<file path="src/rtl/gcd_param_unit.sv">
// Iterative subtract-based GCD engine with a three-state IDLE/CALC/DONE controller.
// Optional iteration counter output is enabled by defining GCD_ITER_CNT_EN.
module gcd_param_unit #(
    parameter int WIDTH = 16,
    parameter int CNT_W = 16
) (
    input  logic             clk,
    input  logic             rst,
    input  logic             start,
    input  logic [WIDTH-1:0] a_in,
    input  logic [WIDTH-1:0] b_in,
    output logic             busy,
    output logic             done,
    output logic [WIDTH-1:0] result,
    output logic             zero_err
`ifdef GCD_ITER_CNT_EN
    ,
    output logic [CNT_W-1:0] iter_cnt
`endif
);

    typedef enum logic [1:0] {
        IDLE,
        CALC,
        DONE
    } state_t;

    state_t           state, state_next;
    logic [WIDTH-1:0] reg_a, reg_b;
    logic [WIDTH-1:0] reg_a_next, reg_b_next, result_next;
    logic             busy_next, done_next, zero_err_next;
    logic             accept, sub_step;

    // NOTE: every signal gets a default before the case so no path leaves it unassigned (no latches).
    always_comb begin
        state_next    = state;
        reg_a_next    = reg_a;
        reg_b_next    = reg_b;
        result_next   = result;
        busy_next     = busy;
        done_next     = done;
        zero_err_next = zero_err;
        accept        = 1'b0;
        sub_step      = 1'b0;

        case (state)
            IDLE: begin
                if (start) begin
                    accept     = 1'b1;
                    reg_a_next = a_in;
                    reg_b_next = b_in;
                    busy_next  = 1'b1;
                    state_next = CALC;
                end
            end
            CALC: begin
                // Terminate cases share the done/busy handshake; only result and zero_err differ.
                if (reg_a == '0 || reg_b == '0 || reg_a == reg_b) begin
                    done_next     = 1'b1;
                    busy_next     = 1'b0;
                    zero_err_next = 1'b0;
                    state_next    = DONE;
                    if (reg_a == '0 && reg_b == '0) begin
                        result_next   = '0;
                        zero_err_next = 1'b1;
                    end else if (reg_a == '0) begin
                        result_next = reg_b;
                    end else begin
                        result_next = reg_a;
                    end
                end else if (reg_a > reg_b) begin
                    sub_step   = 1'b1;
                    reg_a_next = reg_a - reg_b;
                end else begin
                    sub_step   = 1'b1;
                    reg_b_next = reg_b - reg_a;
                end
            end
            DONE: begin
                done_next  = 1'b0;
                state_next = IDLE;
            end
            default: state_next = IDLE;
        endcase
    end

    // NOTE: sequential state uses non-blocking assignments so all registers update together.
    always_ff @(posedge clk) begin
        if (rst) begin
            state    <= IDLE;
            reg_a    <= '0;
            reg_b    <= '0;
            result   <= '0;
            busy     <= 1'b0;
            done     <= 1'b0;
            zero_err <= 1'b0;
        end else begin
            state    <= state_next;
            reg_a    <= reg_a_next;
            reg_b    <= reg_b_next;
            result   <= result_next;
            busy     <= busy_next;
            done     <= done_next;
            zero_err <= zero_err_next;
        end
    end

`ifdef GCD_ITER_CNT_EN
    always_ff @(posedge clk) begin
        if (rst || accept) begin
            iter_cnt <= '0;
        end else if (sub_step && iter_cnt != {CNT_W{1'b1}}) begin
            iter_cnt <= iter_cnt + 1'b1;
        end
    end
`else
    logic unused_flags;
    assign unused_flags = accept ^ sub_step;
`endif

endmodule

</file>
<file path="config.mk">
export PLATFORM = sky130hd
export DESIGN_NAME = gcd_param_unit
export DESIGN_NICKNAME = d
export VERILOG_FILES = /design/src/rtl/gcd_param_unit.sv
export SDC_FILE = /design/constraint.sdc
export NUM_CORES = 1
export LEC_CHECK = 0
export BUFFER_PORTS_ARGS = -buffer_cell sky130_fd_sc_hd__buf_2
export CAP_MARGIN = 10
export CORE_UTILIZATION = 40
export CTS_BUF_LIST = sky130_fd_sc_hd__clkbuf_4 sky130_fd_sc_hd__clkbuf_8 sky130_fd_sc_hd__clkbuf_16
export DETAILED_ROUTE_END_ITERATION = 6
export PLACE_DENSITY_LB_ADDON = 0.2
export SYNTH_ARGS = -nofsm -noshare
export SYNTH_HDL_FRONTEND = slang
export SYNTH_SLANG_ARGS = --single-unit
export TNS_END_PERCENT = 1
</file>
<file path="constraint.sdc">
create_clock -name clk -period 4 [get_ports clk]
set_input_delay 0.4 -clock clk [delete_from_list [all_inputs] [get_ports clk]]
set_output_delay 0.4 -clock clk [all_outputs]
set_load 0.05 [all_outputs]
</file>
* After elaboration in Yosys (flattened, before gate mapping) *
Index checks and enable logic that the tools add are counted.

storage, ports and cells
  flip-flop bits (word level) = 53
  output and inout bits = 19

operators by class
  $add $sub $neg = 2
  order comparisons = 1
  equality and inequality tests = 8
  multiplexer cells = 19
  reduce and logical (&&, ||, !) cells = 14

operators with widths
  cell                  count
  $mux W16              8
  $pmux W16 S2          2
  $logic_not A16 Y1     2
  $sub A16 B16 Y16      2
  $eq A16 B16 Y1        1
  $gt A16 B16 Y1        1
  $ne A2 B2 Y1 const B  5
  $reduce_and A4 Y1     2
  $reduce_and A2 Y1     3
  $mux W1               4
  $mux W2               2
  $pmux W1 S2           2
  $pmux W2 S2           1
  $reduce_bool A2 Y1    2
  $reduce_and A3 Y1     1
  $eq A2 B1 Y1 const B  1
  $eq A2 B2 Y1 const B  1
  $logic_not A2 Y1      1
  $logic_or A1 B1 Y1    2
  $logic_and A1 B1 Y1   1

* Longest topological paths before layout *
Gate-level depths: netlist of run 1.

  depth in word-level cells = 5
  gate-level depth with buffers = 11
  gate-level depth less buffers = 10

* Least setup slack after synthesis of run 1 *
No wires, ideal clock.

  kind = register -> register
  start point = register reg_a[0]
  end point = register reg_a[9]
  library setup time = 91 ps
  data arrival time = 2398 ps
  data required time = 3909 ps
  setup slack = 1511 ps
  stages on the path, launching flop included = 12
  cells stage by stage = dfxtp_1 > inv_1 > ha_1 > fa_1 > and2b_1 > o2111ai_1 > a31oi_2 > o211ai_1 > a31oi_1 > buf_4 > nor2_1 > a311oi_1

between the ends
  cells in the longest elaborated chain, start to end = 5

RTL lines
  what                                                                      RTL line  source
  from (decl)                                                               29        logic [WIDTH-1:0] reg_a, reg_b;
  from (signal assigned)                                                    99        reg_a <= reg_a_next;
  parallel branches: the longest is 5 deep, another holds $sub A16 B16 Y16  -

Parallel ways; which one is timed is not known. The select of a mux whose other input is x is not followed.
A chain may end at the register's enable or synchronous reset.

* Worst setup path after layout of run 1 *
  start point = register reg_a[10]
  end point = register reg_b[7]

between the ends
  cells in the longest elaborated chain, start to end = 5

RTL lines
  what                                                                    RTL line  source
  parallel branches: the longest is 4 deep, another holds $gt A16 B16 Y1  -
  $reduce_and A4 Y1 (no source line) *                                    -
  to (signal assigned)                                                    100       reg_b <= reg_b_next;
  to (decl)                                                               29

Mark *: on every way between the ends.

==> flow_summary.yaml, run 1 <==
floorplanning:
  die-area_sq_um: 10700
  row_count: 36
  fp.coreArea_sq_um: 9860
  ioPinCount: 54
  die_h_um: 103
  die_w_um: 103
  initial_core_util_pct: 41.7
grt:
  grt_pass1_vias: 3840
  grt_pass1_wl_um: 20000
  antenna_found_initial: 0
  grtUsageTotal_pct: 24.7
  overflow: 0
  grt_max_degree: 53
sta:
  slew_viol_final: 0
  worst_slew_pin_slew_ns: 0.999
  fin_crit_sh_pct: 85.4
  finalSetupViolCount: 0
  fmaxAchievable_mhz: 293
  finalSetupTns_ns: 0
  finalHoldViolCount: 0
  post-route-min-period_ns: 3.41
  finalClockSkew_ns: 0.0165
  slew_headroom_pct: 33.4
  rsz0062_at_grt: "no"
yosys:
  synth-edff-count: 0
  netlist-cell-type-count: 58
  async_reset_ff_share_pct: 0
  synth-seq-area-share_pct: 25.8
  synth_compound_area_share_pct: 31.5
  synth-simple-area-share_pct: 20.7
  synth_area_per_cell_sq_um: 7.66
  synth-seq-cells: 53
  muxShareOfSynthArea_pct: 0.761
  synthesis.nets: 605
  synth_xor_area_share_pct: 3.20
  netlist_area_sq_um: 4110
  ys.flop_type: "dfxtp_1"
  synthAdderAreaFrac_pct: 10.4
  synth_top_family_by_area: "compound AO/OA/AOI/OAI gates"
  syn_inst: 537
  yosys_warnings: 0
critical_path:
  endpoint_kind: "flip-flop"
  crit_fanout: 18
  path_cells: "inv_1, ha_1, nand4_2, nor3_2, nand2_1, o211ai_1, nand3b_1, a211oi_1, a211oi_1"
  cp_common_cell: "a211oi_1"
  start_kind: "flip-flop"
  worstPathArrival_ns: 3.57
  slowest_delay_ns: 0.64
  r2r-start: "reg_a[10]$_SDFFE_PP0P_"
  crit_type: "flip-flop to flip-flop"
  worst_ep_required_time_ns: 4.15
  cpMaxStageDelayCell: "nand3b_1"
  startpoint: "reg_a[10]$_SDFFE_PP0P_"
placement:
  place_area_sq_um: 4420
  globalplace.congestion: 0.968
  port_buffers: 53
  hpwl_um: 9440
pwr:
  vdd_ir_drop_max_mv: 0.378
  combPwrFrac_pct: 69.0
  p_per_area_nw_per_um2: 832
  p_int_uw: 1780
  leakagePower_uw: 0.00189
  switching_power_uw: 1970
  clockPowerShare_pct: 8.8
  seqPwrFrac_pct: 22.2
  swShare_pct: 52.5
final_layout:
  fillCellCount: 998
  final_cell_mix: "73 x nor2_1, 53 x dfxtp_1, 53 x buf_2, 46 x nand2_1, 35 x a211oi_1"
  final_common_cell: "nor2_1"
  layout.nets: 631
  utilization_pct: 45.7
  num_antenna_cells: 0
  multi_input_area_sq_um: 2750
  regArea_sq_um: 1060
  area_delta_synth_final_pct: 9.71
  drive_above_1_share_pct: 14.2
  fin_area_sq_um: 4510
worst_hold_path:
  hold_start: "b_in[13]"
  hp-class: "input pin to flip-flop"
clocking:
  cts_buffers: 5
  clkTransAtPathRegs_ns: 0.12
  clk_path_buf_depth: 2
  cts.root.buffer_cell: "clkbuf_8"
  hold_buffers: 0
  ctsResizeCount: 0
  h-tree-depth: 2
  postCtsSetupBuffers: 0
  cts.sinks: 53
  insertion_delay_ns: 0.32
  cts_tree: "built"
detailed_routing:
  drc: 0
  ant_nets: 0
  wl_per_cell_um: 17.9
  wirelength_um: 12500
  drtIter0Drc: 223
  via_count: 4048
  drtPass1Iterations: 4
  drt-vias-per-instance: 5.81
run:
  maxCapViolCount: 0
status:
  status: "complete, no violations"
==> registers in the layout (all words and copies together) (netlist names) <==
signal    cells
reg_a        16
reg_b        16
result       16
state         2
busy          1
done          1
zero_err      1
==> layer usage <==
metal,GRT usage [%],share of wire (%),vias to the layer above
met5,0,0,-
met4,7.69,2.6,0
met3,3.49,5.4,23
met2,41.8,47,131
met1,32.3,45,1906
li1,-,-,1988
==> per-stage QoR <==
stage	worst slack, ns	hold WS [ns]	cells	power [uW]
after floorplan	1.51	0.481	537	2780
after global placement	0.656	0.444	689	3380
after detailed placement	0.648	0.445	689	3380
after CTS	0.606	0.332	697	3720
after global routing	0.347	0.351	697	4070
final	0.586	0.331	697	3750
==> Yosys cell counts, drive strengths merged, types with 3 or more instances <==
cell / instances / share of area (%)
a311oi: 10 / 2.1
inv: 34 / 3.1
a21oi: 34 / 4.1
a22oi: 12 / 2.5
xnor2: 11 / 2.3
dfxtp: 53 / 26
o31a: 5 / 1.1
o21a: 7 / 1.3
clkbuf: 18 / 1.6
a31oi: 5 / 0.91
nand2b: 11 / 1.7
o211a: 3 / 0.73
o211ai: 3 / 0.55
ha: 31 / 9.4
nor2b: 8 / 1.2
o21bai: 4 / 0.73
xor2: 4 / 0.85
nor2: 73 / 6.7
nor4: 8 / 1.2
nand2: 46 / 4.2
buf: 21 / 2.9
nand3: 8 / 0.97
nand4: 7 / 1.2
a211oi: 36 / 6.9
a21o: 9 / 1.6
nor3: 7 / 0.97
o21ai: 21 / 2.6
o31ai: 3 / 0.55
a22o: 12 / 2.6
or3: 3 / 0.46
==> critical path: cells and delay by family (launching register included) <==
kind            cells  cell delay [ns]
buf+inv             1             0.07
simple gates        4             1.41
fa+ha+maj           1             0.54
flops               1             0.46
compound gates      3             0.75
==> cells by family after synthesis <==
family / Yosys count
simple gates: 182
compound gates: 178
buf+inv: 73
flops: 53
fa+ha+maj: 33
xor+xnor: 15
mux: 3
==> power groups by stage <==
stage	clock, uW	sequential (uW)	combinational (uW)
final	330	832	2590
after global routing	355	849	2870
after CTS	337	829	2550
after detailed placement	0	841	2540
after global placement	0	838	2540
after floorplan	0	804	1980
==> final timing paths <==
check                                              end  slack (ns)  depth (start not counted)
worst min-delay path            reg_b[13]$_SDFFE_PP0P_        0.33                          3
worst max-delay path             reg_b[7]$_SDFFE_PP0P_        0.59                          9
worst max register to register   reg_b[7]$_SDFFE_PP0P_        0.59                          9
worst min register to register   zero_err$_SDFFE_PP0P_        0.46                          2
==> area by class of cell <==
| type | instances | share of cell area, % |
|---|---|---|
| flip-flops and latches | 53 | 23.5 |
| well taps | 133 | 3.69 |
| clock buffers | 5 | 1.53 |
| inverters | 34 | 2.83 |
| repair buffers | 58 | 6.99 |
| clock inverters | 3 | 0.555 |
| multi-input cells | 411 | 60.9 |
(Power assumes the default switching activity.)
==> run 2, diff against run 1 <==
--- a/config.mk
+++ b/config.mk
@@ -10,7 +10,7 @@
 export CORE_UTILIZATION = 40
 export CTS_BUF_LIST = sky130_fd_sc_hd__clkbuf_4 sky130_fd_sc_hd__clkbuf_8 sky130_fd_sc_hd__clkbuf_16
 export DETAILED_ROUTE_END_ITERATION = 6
-export PLACE_DENSITY_LB_ADDON = 0.2
+export PLACE_DENSITY_LB_ADDON = 0.05
 export SYNTH_ARGS = -nofsm -noshare
 export SYNTH_HDL_FRONTEND = slang
 export SYNTH_SLANG_ARGS = --single-unit
==> run 2 against run 1 <==
Net effect: global-route usage rose by 0.78 points; via count increased by 0.72%; clock skew rose by 0.0010 ns; sequential power fell by 0.7%; utilization hardly changed; sequential share of layout area about the same; worst setup slack worse by 0.099 ns; critical path type unchanged; critical endpoint is now reg_a[9]$_SDFFE_PP0P_.
==> flow_summary.yaml, run 2 (synthesis results as in run 1) <==
status:
  status: "complete, no violations"
detailed_routing:
  via_count: 4077
  wl_per_cell_um: 18.6
  drtIter0Drc: 208
  drc: 0
  drt-vias-per-instance: 5.84
  wirelength_um: 13000
  ant_nets: 0
  drtPass1Iterations: 4
floorplanning:
  die-area_sq_um: 10700
  ioPinCount: 54
  row_count: 36
  fp.coreArea_sq_um: 9860
  initial_core_util_pct: 41.7
  die_w_um: 103
  die_h_um: 103
placement:
  post-place-ws_ns: 0.523
  globalplace.congestion: 0.895
  port_buffers: 53
  hpwl_um: 9810
clocking:
  cts.sinks: 53
  h-tree-depth: 2
  insertion_delay_ns: 0.33
  hold_buffers: 0
  clkTransAtPathRegs_ns: 0.12
  postCtsSetupBuffers: 0
  clk_path_buf_depth: 2
  cts.root.buffer_cell: "clkbuf_8"
  ctsResizeCount: 0
  cts_tree: "built"
  cts_buffers: 5
pwr:
  swShare_pct: 53.0
  clockPowerShare_pct: 9.0
  combPwrFrac_pct: 69.1
  switching_power_uw: 2000
  vdd_ir_drop_max_mv: 0.320
  p_int_uw: 1780
  p_per_area_nw_per_um2: 838
  leakagePower_uw: 0.00189
  seqPwrFrac_pct: 21.9
grt:
  grt_pass1_wl_um: 20500
  antenna_found_initial: 0
  grt_pass1_vias: 3863
  overflow: 0
  grt_max_degree: 53
  grtUsageTotal_pct: 25.4
final_layout:
  reg.largest.list: "reg_a x16, reg_b x16, result x16"
  area_delta_synth_final_pct: 9.62
  num_antenna_cells: 0
  drive_above_1_share_pct: 14.3
  final_cell_mix: "73 x nor2_1, 53 x dfxtp_1, 53 x buf_2, 46 x nand2_1, 35 x a211oi_1"
  final_common_cell: "nor2_1"
  layout.nets: 632
  utilization_pct: 45.7
critical_path:
  cpMaxStageDelayCell: "a31oi_2"
  slowest_delay_ns: 0.53
  worst_ep_required_time_ns: 4.23
  start_kind: "flip-flop"
  path_cells: "inv_1, ha_1, fa_1, and2b_1, o2111ai_1, a31oi_2, o211ai_1, a31oi_2, buf_4, nor2_1, a311oi_1"
  crit_type: "flip-flop to flip-flop"
  cp_common_cell: "a31oi_2"
  crit_fanout: 23
  worstPathArrival_ns: 3.74
  endpoint_kind: "flip-flop"
sta:
  fmaxAchievable_mhz: 285
  finalClockSkew_ns: 0.0175
  finalHoldViolCount: 0
  slew_viol_final: 0
  fin_crit_sh_pct: 87.8
  finalSetupTns_ns: 0
  post-route-min-period_ns: 3.51
  worst_slew_pin_slew_ns: 1.03
  slew_headroom_pct: 31.1
  finalSetupViolCount: 0
  rsz0062_at_grt: "no"
  fin_ws_ns: 0.487
run:
  maxCapViolCount: 0
worst_hold_path:
  hp-class: "input pin to flip-flop"
## run 2: changes by cell type in the layout (fill, tap and decap cells not counted)
cell | before | now
clkinv_4 | 1 | 0
clkinvlp_4 | 1 | 2
buf_4 | 4 | 6
buf_12 | 1 | 0
inv_6 | 1 | 0
inv_8 | 0 | 1
## run 2: layer usage
| layer | routed length [um] | GRT usage (%) | part of all wire (%) |
|---|---|---|---|
| met5 | 0 | 0 | 0 |
| met4 | 290 | 8.56 | 2.2 |
| met3 | 521 | 2.76 | 4.0 |
| met2 | 6200 | 42.8 | 48 |
| met1 | 5990 | 33.9 | 46 |
## run 2: final cells by class
type	instances	area (sq um)
fillers	1007	5360
clock inverters	3	26.3
inverters	34	128
multi-input cells	411	2750
clock buffers	5	68.8
repair buffers	59	310
flip-flops and latches	53	1060
well taps	133	166
## run 2: power by group through the flow
stage	registers, uW	logic [uW]	clock network [uW]
after floorplan	804	1980	0
after global placement	836	2570	0
after detailed placement	836	2560	0
after CTS	824	2580	352
after global routing	847	2870	371
final	826	2610	340
## run 2: worst max-delay path, delay by kind of cell, from the launching register on
family	cells	cell delay, ns
AOI/OAI and AO/OA	5	1.60
adders and majority gates	2	0.61
DFF	1	0.44
and+or+nand+nor	2	0.32
buffers and inverters	2	0.45
## run 2: stage by stage
stage / power, uW / instance area, sq um / hold WS, ns / cells
finish: 3780 / 4510 / 0.311 / 698
global route: 4090 / 4510 / 0.316 / 698
CTS: 3760 / 4510 / 0.309 / 698
detailed placement: 3400 / 4410 / 0.454 / 690
global placement: 3400 / 4410 / 0.446 / 690
floorplan: 2780 / 4110 / 0.481 / 537
## run 2: worst paths after layout
path	start	to	slack [ns]	cells after the start
setup reg to reg	reg_a[0]$_SDFFE_PP0P_	reg_a[9]$_SDFFE_PP0P_	0.49	11
hold reg to reg	zero_err$_SDFFE_PP0P_	zero_err$_SDFFE_PP0P_	0.47	2
setup / recovery	reg_a[0]$_SDFFE_PP0P_	reg_a[9]$_SDFFE_PP0P_	0.49	11
hold / removal	b_in[11]	reg_b[11]$_SDFFE_PP0P_	0.31	3
==> run 3, diff against run 2 <==
--- a/config.mk
+++ b/config.mk
@@ -11,6 +11,7 @@
 export CTS_BUF_LIST = sky130_fd_sc_hd__clkbuf_4 sky130_fd_sc_hd__clkbuf_8 sky130_fd_sc_hd__clkbuf_16
 export DETAILED_ROUTE_END_ITERATION = 6
 export PLACE_DENSITY_LB_ADDON = 0.05
+export REMOVE_ABC_BUFFERS = 1
 export SYNTH_ARGS = -nofsm -noshare
 export SYNTH_HDL_FRONTEND = slang
 export SYNTH_SLANG_ARGS = --single-unit
==> run 3 against run 2 <==
Net effect: clock skew shrank 0.0061 ns; die area is the same; sequential cell count unchanged; clock power fell by 6%; maximum frequency is 17% higher; critical path depth stayed put; sequential power is essentially flat; first-iteration DRC count is 18% higher; via count fell by 1.0%; design area up 0.42%.
==> flow_summary.yaml, run 3 (synthesis results as in run 1) <==
critical_path:
  startpoint: "reg_a[0]$_SDFFE_PP0P_"
  worstSetupEndpoint: "reg_a[9]$_SDFFE_PP0P_"
  r2r_slack_ns: 1.0
  ff2ff_path_depth: 11
  crit_type: "flip-flop to flip-flop"
  worst_ep_required_time_ns: 4.21
  cpMaxStageDelayCell: "dfxtp_1"
  crit_fanout: 18
  r2r-start: "reg_a[0]$_SDFFE_PP0P_"
  path_buf_inv: 2
  slowest_delay_ns: 0.42
  timing.rr.end: "reg_a[9]$_SDFFE_PP0P_"
  endpoint_kind: "flip-flop"
  start_kind: "flip-flop"
  critPathTopFamily: "compound AO/OA/AOI/OAI gates"
  path_cells: "inv_1, ha_1, fa_1, and2b_1, o2111ai_1, a31oi_2, o211ai_1, a31oi_2, buf_4, nor2_1, a311oi_1"
  cp_common_cell: "a31oi_2"
  worstPathArrival_ns: 3.22
  cp_num_cells: 11
final_layout:
  drive_above_1_share_pct: 14.8
  area_delta_synth_final_pct: 10.1
  multi_input_area_sq_um: 2750
  fin_area_sq_um: 4530
  num_antenna_cells: 0
  reg.largest.list: "reg_a x16, reg_b x16, result x16"
  final_cell_mix: "73 x nor2_1, 53 x dfxtp_1, 53 x buf_2, 46 x nand2_1, 35 x a211oi_1"
  final_common_cell: "nor2_1"
  layout.nets: 635
  regArea_sq_um: 1060
  fillCellCount: 1079
status:
  status: "complete, no violations"
clocking:
  postCtsSetupBuffers: 0
  clkTransAtPathRegs_ns: 0.11
  cts.sinks: 53
  ctsResizeCount: 0
  cts_tree: "built"
  cts.root.buffer_cell: "clkbuf_8"
  hold_buffers: 0
  cts_buffers: 5
  insertion_delay_ns: 0.31
  h-tree-depth: 2
  clk_path_buf_depth: 2
pwr:
  combPwrFrac_pct: 69.7
  switching_power_uw: 1980
  p_int_uw: 1790
  swShare_pct: 52.5
  total_power_uw: 3770
  p_per_area_nw_per_um2: 833
  leakagePower_uw: 0.00190
  clockPowerShare_pct: 8.5
  vdd_ir_drop_max_mv: 0.234
  seqPwrFrac_pct: 21.8
floorplanning:
  initial_core_util_pct: 41.7
  row_count: 36
  fp.coreArea_sq_um: 9860
  die_h_um: 103
  die-area_sq_um: 10700
  die_w_um: 103
  ioPinCount: 54
grt:
  overflow: 0
  grt_pass1_vias: 3639
  antenna_found_initial: 0
  grtUsageTotal_pct: 24.5
  grt_max_degree: 52
  grt_pass1_wl_um: 19900
sta:
  slew_headroom_pct: 31.1
  finalHoldViolCount: 0
  fin_ws_ns: 0.997
  fmaxAchievable_mhz: 333
  slew_viol_final: 0
  rsz0062_at_grt: "no"
  finalClockSkew_ns: 0.0114
  finalSetupTns_ns: 0
  hold_slack_ns: 0.338
  post-route-min-period_ns: 3.00
  finalSetupViolCount: 0
  fin_crit_sh_pct: 75.1
  worst_slew_pin_slew_ns: 1.03
placement:
  place_area_sq_um: 4430
  post-place-ws_ns: 1.02
  port_buffers: 53
  globalplace.congestion: 0.965
  hpwl_um: 9390
detailed_routing:
  drt-vias-per-instance: 5.76
  wirelength_um: 12400
  drc: 0
  via_count: 4035
  wl_per_cell_um: 17.7
  drtIter0Drc: 245
  ant_nets: 0
  drtPass1Iterations: 4
worst_hold_path:
  hp-class: "input pin to flip-flop"
run:
  maxCapViolCount: 0
run 3: changes by cell type in the layout (fill, tap and decap cells not counted), sizes merged:
| cell | previous run | this run |
|---|---|---|
| buf | 59 | 62 |
| clkbuf | 5 | 6 |
| inv | 35 | 34 |
run 3: cell type report:
class / instances / share of cell area, %
clock inverter: 2 / 0.332
inverter: 34 / 2.82
clock buffer: 6 / 1.69
tap: 133 / 3.68
sequential: 53 / 23.4
timing repair buffer: 62 / 7.35
multi-input combinational: 411 / 60.7
run 3: worst min-delay path by stage:
stage,startpoint,to,slack [ns],cells past startpoint
6_report,b_in[12],reg_b[12]$_SDFFE_PP0P_,0.34,3
5_1_grt,b_in[13],reg_b[13]$_SDFFE_PP0P_,0.34,3
3_5_place_dp,zero_err$_SDFFE_PP0P_,zero_err$_SDFFE_PP0P_,0.44,2
3_3_place_gp,zero_err$_SDFFE_PP0P_,zero_err$_SDFFE_PP0P_,0.44,2
2_1_floorplan,rst,reg_b[15]$_SDFFE_PP0P_,0.47,1
4_1_cts,a_in[3],reg_a[3]$_SDFFE_PP0P_,0.34,3
run 3: through the flow:
step           instances  util, %
2_1_floorplan        498        -
3_3_place_gp         693     45.0
5_1_grt              701     45.9
3_5_place_dp         693     45.0
4_1_cts              701     45.9
6_report             701     45.9
run 3: power groups by stage:
stage | Clock [uW] | Combinational (uW) | Sequential, uW
after floorplan | 0 | 1900 | 804
after global placement | 0 | 2600 | 830
after detailed placement | 0 | 2570 | 831
after CTS | 336 | 2590 | 819
after global routing | 350 | 2900 | 844
final | 321 | 2630 | 823
run 3: layer usage:
layer | global-route usage [%] | vias up | wire length [um]
met1 | 37.1 | 1902 | 6240
li1 | - | 1995 | -
met3 | 2.76 | 10 | 748
met2 | 36.9 | 128 | 5280
met4 | 5.31 | 0 | 177
met5 | 0 | - | 0
run 3: worst reg2reg max path, cell delays in order (launching register included):
cell and delay [ns]:
dfxtp_1 0.42, inv_1 0.07, ha_1 0.22, fa_1 0.37
and2b_1 0.27, o2111ai_1 0.17, a31oi_2 0.42, o211ai_1 0.18
a31oi_2 0.24, buf_4 0.27, nor2_1 0.08, a311oi_1 0.22
